===== src/rtl/fetch_stage_if.sv =====
// fetch_stage_if: EX-side control, ROM port and decoded EX outputs of the fetch stage (FETCH_INSTR_CNT_EN adds instr_cnt_EX)
interface fetch_stage_if #(parameter int IMEM_AW = 12);
    logic               stall_EX;
    logic               redirect_EX;
    logic [31:0]        redirect_pc_EX;
    logic [IMEM_AW-1:0] imem_addr;
    logic [31:0]        imem_rdata;
    logic [31:0]        pc_EX;
    logic [31:0]        instr_EX;
    logic               valid_EX;
    logic [6:0]         op_EX;
    logic [2:0]         funct3_EX;
    logic [6:0]         funct7_EX;
    logic [11:0]        imm12_EX;
    logic [19:0]        imm20_EX;
    logic               trap_EX;
`ifdef FETCH_INSTR_CNT_EN
    logic [31:0]        instr_cnt_EX;
`endif
    modport master (
`ifdef FETCH_INSTR_CNT_EN
        output instr_cnt_EX,
`endif
        input  stall_EX, redirect_EX, redirect_pc_EX, imem_rdata,
        output imem_addr, pc_EX, instr_EX, valid_EX, op_EX, funct3_EX,
        output funct7_EX, imm12_EX, imm20_EX, trap_EX
    );
    modport slave (
`ifdef FETCH_INSTR_CNT_EN
        input  instr_cnt_EX,
`endif
        output stall_EX, redirect_EX, redirect_pc_EX, imem_rdata,
        input  imem_addr, pc_EX, instr_EX, valid_EX, op_EX, funct3_EX,
        input  funct7_EX, imm12_EX, imm20_EX, trap_EX
    );
endinterface


===== src/rtl/fetch_stage.sv =====
// fetch_stage: single-issue instruction fetch with stall replay, zero-bubble redirect and misalignment trap (FETCH_INSTR_CNT_EN adds an issue counter)
module fetch_stage #(
    parameter logic [31:0] RESET_PC = 32'h0000_0000,
    parameter int          IMEM_AW  = 12
) (
    input  logic          clk,
    input  logic          rst_n,
    fetch_stage_if.master bus
);
    typedef enum logic [1:0] {BOOT, RUN, TRAP} state_t;
    localparam logic [31:0] NOP = 32'h0000_0013;
    state_t      state_q, state_d;
    logic        arm_q;
    logic [31:0] pc_f_q, pc_f_d, pc_ex_q, pc_ex_d;
    logic        valid_q, valid_d, trap_q, trap_d;
    logic [31:0] instr;
    // next fetch/EX state; stall beats redirect, misaligned redirect traps
    always_comb begin
        state_d = state_q;
        pc_f_d  = pc_f_q;
        pc_ex_d = pc_ex_q;
        valid_d = valid_q;
        trap_d  = trap_q;
        case (state_q)
            BOOT: if (arm_q) begin
                state_d = RUN;
                pc_ex_d = RESET_PC;
                pc_f_d  = RESET_PC + 32'd4;
                valid_d = 1'b1;
            end
            RUN: if (!bus.stall_EX) begin
                if (bus.redirect_EX && |bus.redirect_pc_EX[1:0]) begin
                    state_d = TRAP;
                    valid_d = 1'b0;
                    trap_d  = 1'b1;
                end else begin
                    pc_ex_d = bus.redirect_EX ? bus.redirect_pc_EX : pc_f_q;
                    pc_f_d  = (bus.redirect_EX ? bus.redirect_pc_EX : pc_f_q) + 32'd4;
                    valid_d = 1'b1;
                end
            end
            default: ;
        endcase
    end
    // arm_q delays BOOT exit by one edge so the ROM sees RESET_PC for a full cycle
    always_ff @(posedge clk or negedge rst_n) begin
        if (!rst_n) begin
            state_q <= BOOT;
            arm_q   <= 1'b0;
            pc_f_q  <= RESET_PC;
            pc_ex_q <= RESET_PC;
            valid_q <= 1'b0;
            trap_q  <= 1'b0;
        end else begin
            state_q <= state_d;
            arm_q   <= 1'b1;
            pc_f_q  <= pc_f_d;
            pc_ex_q <= pc_ex_d;
            valid_q <= valid_d;
            trap_q  <= trap_d;
        end
    end
    assign bus.imem_addr = bus.stall_EX    ? pc_ex_q[IMEM_AW+1:2] :
                           bus.redirect_EX ? bus.redirect_pc_EX[IMEM_AW+1:2] :
                                             pc_f_q[IMEM_AW+1:2];
    assign instr         = valid_q ? bus.imem_rdata : NOP;
    assign bus.instr_EX  = instr;
    assign bus.pc_EX     = pc_ex_q;
    assign bus.valid_EX  = valid_q;
    assign bus.trap_EX   = trap_q;
    assign bus.op_EX     = instr[6:0];
    assign bus.funct3_EX = instr[14:12];
    assign bus.funct7_EX = instr[31:25];
    assign bus.imm12_EX  = instr[31:20];
    assign bus.imm20_EX  = instr[31:12];
`ifdef FETCH_INSTR_CNT_EN
    logic [31:0] cnt_q;
    // counts instructions leaving EX; valid_q is low in TRAP so it freezes there
    always_ff @(posedge clk or negedge rst_n) begin
        if (!rst_n) cnt_q <= 32'd0;
        else if (valid_q && !bus.stall_EX) cnt_q <= cnt_q + 32'd1;
    end
    assign bus.instr_cnt_EX = cnt_q;
`endif
endmodule

===== src/flat_wrapper.sv =====
// flat-port wrapper written by rule: the top's interface ports become plain ports
module fetch_stage_flat 
#(
    parameter logic [31:0] RESET_PC = 32'h0000_0000,
    parameter int          IMEM_AW  = 12
)
  (clk, rst_n, bus_stall_EX, bus_redirect_EX, bus_redirect_pc_EX, bus_imem_rdata, bus_imem_addr, bus_pc_EX, bus_instr_EX, bus_valid_EX, bus_op_EX, bus_funct3_EX, bus_funct7_EX, bus_imm12_EX, bus_imm20_EX, bus_trap_EX);
  fetch_stage_if #(.IMEM_AW(IMEM_AW)) bus_i ();
  input  logic clk;
  input  logic rst_n;
  input wire logic [$bits(bus_i.stall_EX)-1:0] bus_stall_EX;
  input wire logic [$bits(bus_i.redirect_EX)-1:0] bus_redirect_EX;
  input wire logic [$bits(bus_i.redirect_pc_EX)-1:0] bus_redirect_pc_EX;
  input wire logic [$bits(bus_i.imem_rdata)-1:0] bus_imem_rdata;
  output wire logic [$bits(bus_i.imem_addr)-1:0] bus_imem_addr;
  output wire logic [$bits(bus_i.pc_EX)-1:0] bus_pc_EX;
  output wire logic [$bits(bus_i.instr_EX)-1:0] bus_instr_EX;
  output wire logic [$bits(bus_i.valid_EX)-1:0] bus_valid_EX;
  output wire logic [$bits(bus_i.op_EX)-1:0] bus_op_EX;
  output wire logic [$bits(bus_i.funct3_EX)-1:0] bus_funct3_EX;
  output wire logic [$bits(bus_i.funct7_EX)-1:0] bus_funct7_EX;
  output wire logic [$bits(bus_i.imm12_EX)-1:0] bus_imm12_EX;
  output wire logic [$bits(bus_i.imm20_EX)-1:0] bus_imm20_EX;
  output wire logic [$bits(bus_i.trap_EX)-1:0] bus_trap_EX;
  assign bus_i.stall_EX = bus_stall_EX;
  assign bus_i.redirect_EX = bus_redirect_EX;
  assign bus_i.redirect_pc_EX = bus_redirect_pc_EX;
  assign bus_i.imem_rdata = bus_imem_rdata;
  assign bus_imem_addr = bus_i.imem_addr;
  assign bus_pc_EX = bus_i.pc_EX;
  assign bus_instr_EX = bus_i.instr_EX;
  assign bus_valid_EX = bus_i.valid_EX;
  assign bus_op_EX = bus_i.op_EX;
  assign bus_funct3_EX = bus_i.funct3_EX;
  assign bus_funct7_EX = bus_i.funct7_EX;
  assign bus_imm12_EX = bus_i.imm12_EX;
  assign bus_imm20_EX = bus_i.imm20_EX;
  assign bus_trap_EX = bus_i.trap_EX;
  fetch_stage #(.RESET_PC(RESET_PC), .IMEM_AW(IMEM_AW)) u_core (.clk(clk), .rst_n(rst_n), .bus(bus_i));
endmodule

===== config.mk =====
export PLATFORM = sky130hd
export DESIGN_NAME = fetch_stage_flat
export DESIGN_NICKNAME = d
export VERILOG_FILES = /design/src/rtl/fetch_stage_if.sv /design/src/rtl/fetch_stage.sv /design/src/flat_wrapper.sv
export SDC_FILE = /design/constraint.sdc
export NUM_CORES = 1
export LEC_CHECK = 0
export ABC_AREA = 1
export CORE_UTILIZATION = 35
export DETAILED_ROUTE_END_ITERATION = 10
export GPL_TIMING_DRIVEN = 1
export PLACE_DENSITY_LB_ADDON = 0.05
export SYNTH_ARGS = -nofsm -noshare
export SYNTH_HDL_FRONTEND = slang
export SYNTH_SLANG_ARGS = --single-unit
export TNS_END_PERCENT = 50

===== constraint.sdc =====
create_clock -name clk -period 1.91 [get_ports clk]
set_input_delay 0.2865 -clock clk [delete_from_list [all_inputs] [get_ports clk]]
set_output_delay 0.2865 -clock clk [all_outputs]
set_load 0.005 [all_outputs]

* After elaboration in Yosys (flattened, before gate mapping)
Index checks and enable logic that the tools add are counted.
** Cells by class
- Add/sub/neg operators :: 1
- $mul :: 0
- Div/mod/pow operators :: 0
- $lt $le $gt $ge :: 0
- Equal/unequal tests :: 5
- Shift-type cells :: 0
- Muxes and demuxes :: 20
- Bitwise operators :: 1
- Reductions and logical operators :: 8
** Operators by type and width (count)
- $mux W32 :: 8
- $pmux W32 S2 :: 2
- $add A32 B3 Y32 const B :: 1
- $mux W12 :: 2
- $reduce_and A4 Y1 :: 2
- $mux W2 :: 3
- $reduce_and A3 Y1 :: 2
- $ne A2 B1 Y1 const B :: 2
- $ne A2 B2 Y1 const B :: 2
- $pmux W2 S2 :: 1
- $mux W1 :: 3
- $eq A2 B1 Y1 const B :: 1
- $logic_not A2 Y1 :: 1
- $pmux W1 S2 :: 1
- $reduce_bool A2 Y1 :: 1
- $reduce_or A2 Y1 :: 1
- $logic_and A1 B1 Y1 :: 1
- $not A1 Y1 :: 1
** Storage, ports and cells
- Bits in registers :: 69
- Bits in latches :: 0
- Bits in writable memories :: 0
- ROM bits :: 0
- Output and inout port bits :: 127
- Memories kept :: 0

* Depth between registers and ports, before layout
- Word-level depth :: 5
- Mapped depth :: 13
- Gate-level depth less buffers :: 13

* Least setup slack after synthesis
OpenSTA, ideal clock, no wires.
- Kind :: register -> register
- Start point :: register u_core.pc_f_q[2]
- End point :: register u_core.pc_f_q[30]
- Setup time :: 0.117 ns
- Arrival time :: 1.499 ns
- Setup slack :: 0.293 ns
- Cell stages (with the launch flop) :: 12
- Buffers on the path :: 0
- Clock period less this slack :: 1.617 ns
- Path through :: dfrtp_1 > o21ai_1 > inv_1 > ha_1 > nand3_1 > inv_2 > nand2_4 > nor2_2 > nand2_1 > nand2_1 > nand3_1 > nand2_1
** Between the ends
- Longest elaborated chain between the ends :: 5
** Ends and longest elaborated chain
- from (decl) :: line fetch_stage.sv:14 : logic [31:0] pc_f_q, pc_f_d, pc_ex_q, pc_ex_d;
- from (signal assigned) :: line fetch_stage.sv:57 : pc_f_q <= pc_f_d;
- $mux W32 :: line fetch_stage.sv:38 : pc_f_d = (bus.redirect_EX ? bus.redirect_pc_EX : pc_f_q) + 32'd4;
- $add A32 B3 Y32 :: line fetch_stage.sv:38
- $mux W32 :: line fetch_stage.sv:32 : if (bus.redirect_EX && |bus.redirect_pc_EX[1:0]) begin
- $mux W32 :: line fetch_stage.sv:31 : RUN: if (!bus.stall_EX) begin
- $pmux W32 S2 :: line fetch_stage.sv:24 : case (state_q)
Every way passes these cells. The select of a mux whose other input is x is not followed.
A chain may end at the register's enable or synchronous reset.

* Worst setup path after layout
- Start point :: register u_core.valid_q, in the netlist u_core.bus.valid_EX
- End point :: output port bus_op_EX[4]
** Between the ends
- Longest elaborated chain between the ends :: 1
** Ends and longest elaborated chain
- from (decl) :: line fetch_stage.sv:15 : logic valid_q, valid_d, trap_q, trap_d;
- from (signal assigned) :: line fetch_stage.sv:59 : valid_q <= valid_d;
- $mux W32 :: line fetch_stage.sv:66 : assign instr = valid_q ? bus.imem_rdata : NOP;
- to (decl) :: line flat_wrapper.sv:19 : output wire logic [$bits(bus_i.op_EX)-1:0] bus_op_EX;
Every way passes these cells.

==> metrics.md <==
| Metric | Value |
|---|---|
| FP Rows | 41 |
| Final setup fails | 0 |
| Hold Fails Final Rpt | 0 |
| Dominant cells by area after synthesis | dfrtp_1 (37%), nand2_1 (22%), buf_4 (8.8%) |
| Clk_lat worst skew | approximately 330 ps |
| FFs w/ async S/R, synth | 1.00 |
| Pwr/cell area | just under 500 mW/mm^2 |
| IO Port Bufs | 194 |
| Ports | slightly below 200 |
| Sw power | roughly 0.91 mW |
| Syn Inst Count | between 600 and 700 |
| Synth cell types | 26 |
| Cell Int Power | 2.77 mW |
| Clk_skew | 5.32 ps |
| Effective utilization at floorplan | 0.359 |
| CP max-delay cell | clkdlybuf4s50_1 |
| H-tree levels | 3 |
| Ant. Diodes | 0 |
| Logic pwr share | 0.192 |
| Synth Register Bits | 67 |
| Avg Inst Size Synth | 6.71 sq um |
| Clk pin slew, worst setup/hold paths | around 50 ps |
| GRT Total Usage | 0.225 |
| Warnings from Yosys | 0 |
| Max Freq | between 500 and 600 MHz |
| Maximum ir drop on the vdd rail | roughly 0.35 mV |
| CP cell instances | inv_1, or2_2, clkdlybuf4s50_1 |
| Max_cap viols | 0 |
| Ys flop type | dfrtp_1 |
| Syn nets | about 740 |
| Fin crit share | 0.991 |
| Largest area contributor in the netlist | dfrtp_1 |
| Seq pwr share | 0.387 |
| Initial DRC count | approximately 270 |
| Largest net degree at the start of global routing | 37 |
| Startpoint types | flop |
| Gpl congestion | a little under 0.9 |
| Fraction of layout cells with a size suffix above 1 | 0.224 |
| DP HPWL | approximately 12000 microns |
| Chip height | about 120 microns |
| TritonCTS clock tree | yes |
| Leak | between 4 and 5 nW |
| Pre-Repair DR Iteration Count | 5 |
| Post-synthesis cell area | between 0.004 and 0.005 sq mm |
| Layout Nets | approximately 960 |
| Most frequent cell after synthesis | nand2_1 |
| Status | finished clean |
| Post-Route WL | ~16000 microns |
| Worst slack, placed | -461 ps |
| Clock network fraction of total power | 0.421 |
| First-pass GRT wire length | 23000 microns |
| Worst Path Required | approximately 1600 ps |
| Cell family with most CP delay | buffers and inverters |
| RSZ-0062 raised after global routing | true |
| Die area | 0.0134 sq mm |
| WS Path Type | reg2out |
| Seq/Total Area, Yosys | 0.370 |
| Clock sink count | 67 |
| Core ar. | about 0.013 sq mm |
| Min-Delay Path Class | in2async |
| Number of synthesized flops with an enable pin | 0 |
| Worst Path Buf+Inv | 2 |
| Fillers | around 1200 |
| Area growth, synth to finish | 66.3% |
| Share of the synthesized area in the top cell type | 0.370 |
| CTS Buf Count | 9 |
| Setup crit end kind | primary output |
| Via Count | 4891 |
| Vias in the first global route | between 4000 and 5000 |
| Pins over their slew limit | 0 |
| Switching Share | 0.248 |
| Sum Neg Setup Slack | 0 ps |
| Drt via density | roughly 4.6 |
| Grt total ovfl | 0 |
| Root Driver | clkbuf_16 |
| # DRC | 0 |
| DRT antenna net count | 0 |
| Drt wl/cell | roughly 15 microns |
| Commonest cells in the netlist | nand2_1 (262), inv_1 (74), dfrtp_1 (67) |
| Crit-path max cell delay | around 460 ps |
| Crit path max fanout | 4 |
| Chip width | 116 microns |
| Antenna violations before repair | 0 |
| CTS Buffer Depth | 2 |
| Post-layout min period | 1890 ps |
| CP arrival | between 1500 and 2000 ps |
| Setup WS post-layout | 16.6 ps |
[power groups by stage]
stage / registers [mW] / logic (mW) / clock network, mW
2_1_floorplan: 1.45 / 0.266 / 0
3_3_place_gp: 1.45 / 0.688 / 0
3_5_place_dp: 1.45 / 0.694 / 0
4_1_cts: 1.42 / 0.705 / 1.58
5_1_grt: 1.42 / 0.770 / 1.65
6_report: 1.42 / 0.706 / 1.55
[registers in the layout (all words and copies together) (netlist names)]
signal,count
u_core.pc_f_q,30
u_core.bus.trap_EX,1
u_core.bus.valid_EX,1
u_core.bus.pc_EX,32
u_core.state_q,2
u_core.arm_q,1
[cell families after synthesis]
| kind of cell | Yosys count | synth area share |
|---|---|---|
| AND/OR/NAND/NOR | 385 | 0.366 |
| adder cells (fa/ha/maj) | 1 | 0.00276 |
| other | 1 | 0.000827 |
| XOR/XNOR | 1 | 0.00193 |
| flip-flops | 67 | 0.370 |
| buffers and inverters | 152 | 0.181 |
| AO/OA/AOI/OAI | 68 | 0.0784 |
[layer usage]
layer / wire length [microns] / part of all wire / track usage / vias up
met1: 6620 / 0.43 / 0.288 / 2275
li1: - / - / - / 2459
met3: 1050 / 0.067 / 0.0424 / 19
met4: 244 / 0.016 / 0.0701 / 0
met2: 7630 / 0.49 / 0.382 / 138
met5: 0 / 0 / 0 / -
[timing repair]
item	in CTS	in global routing
hold endpoints to repair	15	0
buffers inserted	3	4
setup endpoints to repair	30	104
pin swaps	2	12
hold buffers	1	0
gates cloned	0	3
gates resized for setup	52	132
[layout make-up]
cell class | instances | area (sq um) | area share
tap | 172 | 215 | 0.0286
inverter | 78 | 295 | 0.0392
clock inverter | 2 | 10.0 | 0.00133
timing repair buffer | 282 | 2850 | 0.378
multi-input combinational | 456 | 2220 | 0.295
sequential | 67 | 1680 | 0.223
clock buffer | 14 | 264 | 0.0350
[cells in the final DEF (no fill, tap or decap), types with 7 or more instances in the layout]
master           instances
inv_1                   71
dfrtp_1                 66
nor2_2                   8
nor2_4                  17
o21ai_0                 47
nand2_1                241
o21ai_1                  7
clkbuf_16               10
buf_12                   8
nand2_2                 41
buf_4                   67
nor2_1                  30
buf_2                    7
buf_6                    9
clkbuf_2                 7
clkdlybuf4s50_1        116
dlymetal6s2s_1          63
nand3_1                 32
[path summary, 6_finish.rpt]
| path | start | slack, ps | cells after the start | endpoint |
|---|---|---|---|---|
| max | u_core.bus.valid_EX$_DFFE_PN0P_ | 20 | 3 | bus_op_EX[4] |
| min | rst_n | 430 | 2 | u_core.pc_f_q[12]$_DFFE_PN0P_ |
| max reg2reg | u_core.state_q[0]$_DFFE_PN0P_ | 340 | 9 | u_core.pc_f_q[3]$_DFFE_PN0P_ |
| min reg2reg | u_core.pc_f_q[5]$_DFFE_PN0P_ | 480 | 2 | u_core.pc_f_q[5]$_DFFE_PN0P_ |
| max in group asynchronous | rst_n | 880 | 3 | u_core.bus.pc_EX[4]$_DFFE_PN0P_ |
| min in group clk | u_core.pc_f_q[5]$_DFFE_PN0P_ | 480 | 2 | u_core.pc_f_q[5]$_DFFE_PN0P_ |
[stage by stage]
stage	cells	instance area [sq um]	power, mW	hold WS, ps	utilization
floorplan	675	4530	1.71	-9.09	-
global placement	1044	6840	2.13	251	0.542
detailed placement	1044	6840	2.14	248	0.542
CTS	1064	7180	3.70	436	0.569
global route	1071	7540	3.84	470	0.597
finish	1071	7540	3.68	428	0.597
Note: power is estimated with default switching activity, not from simulation.
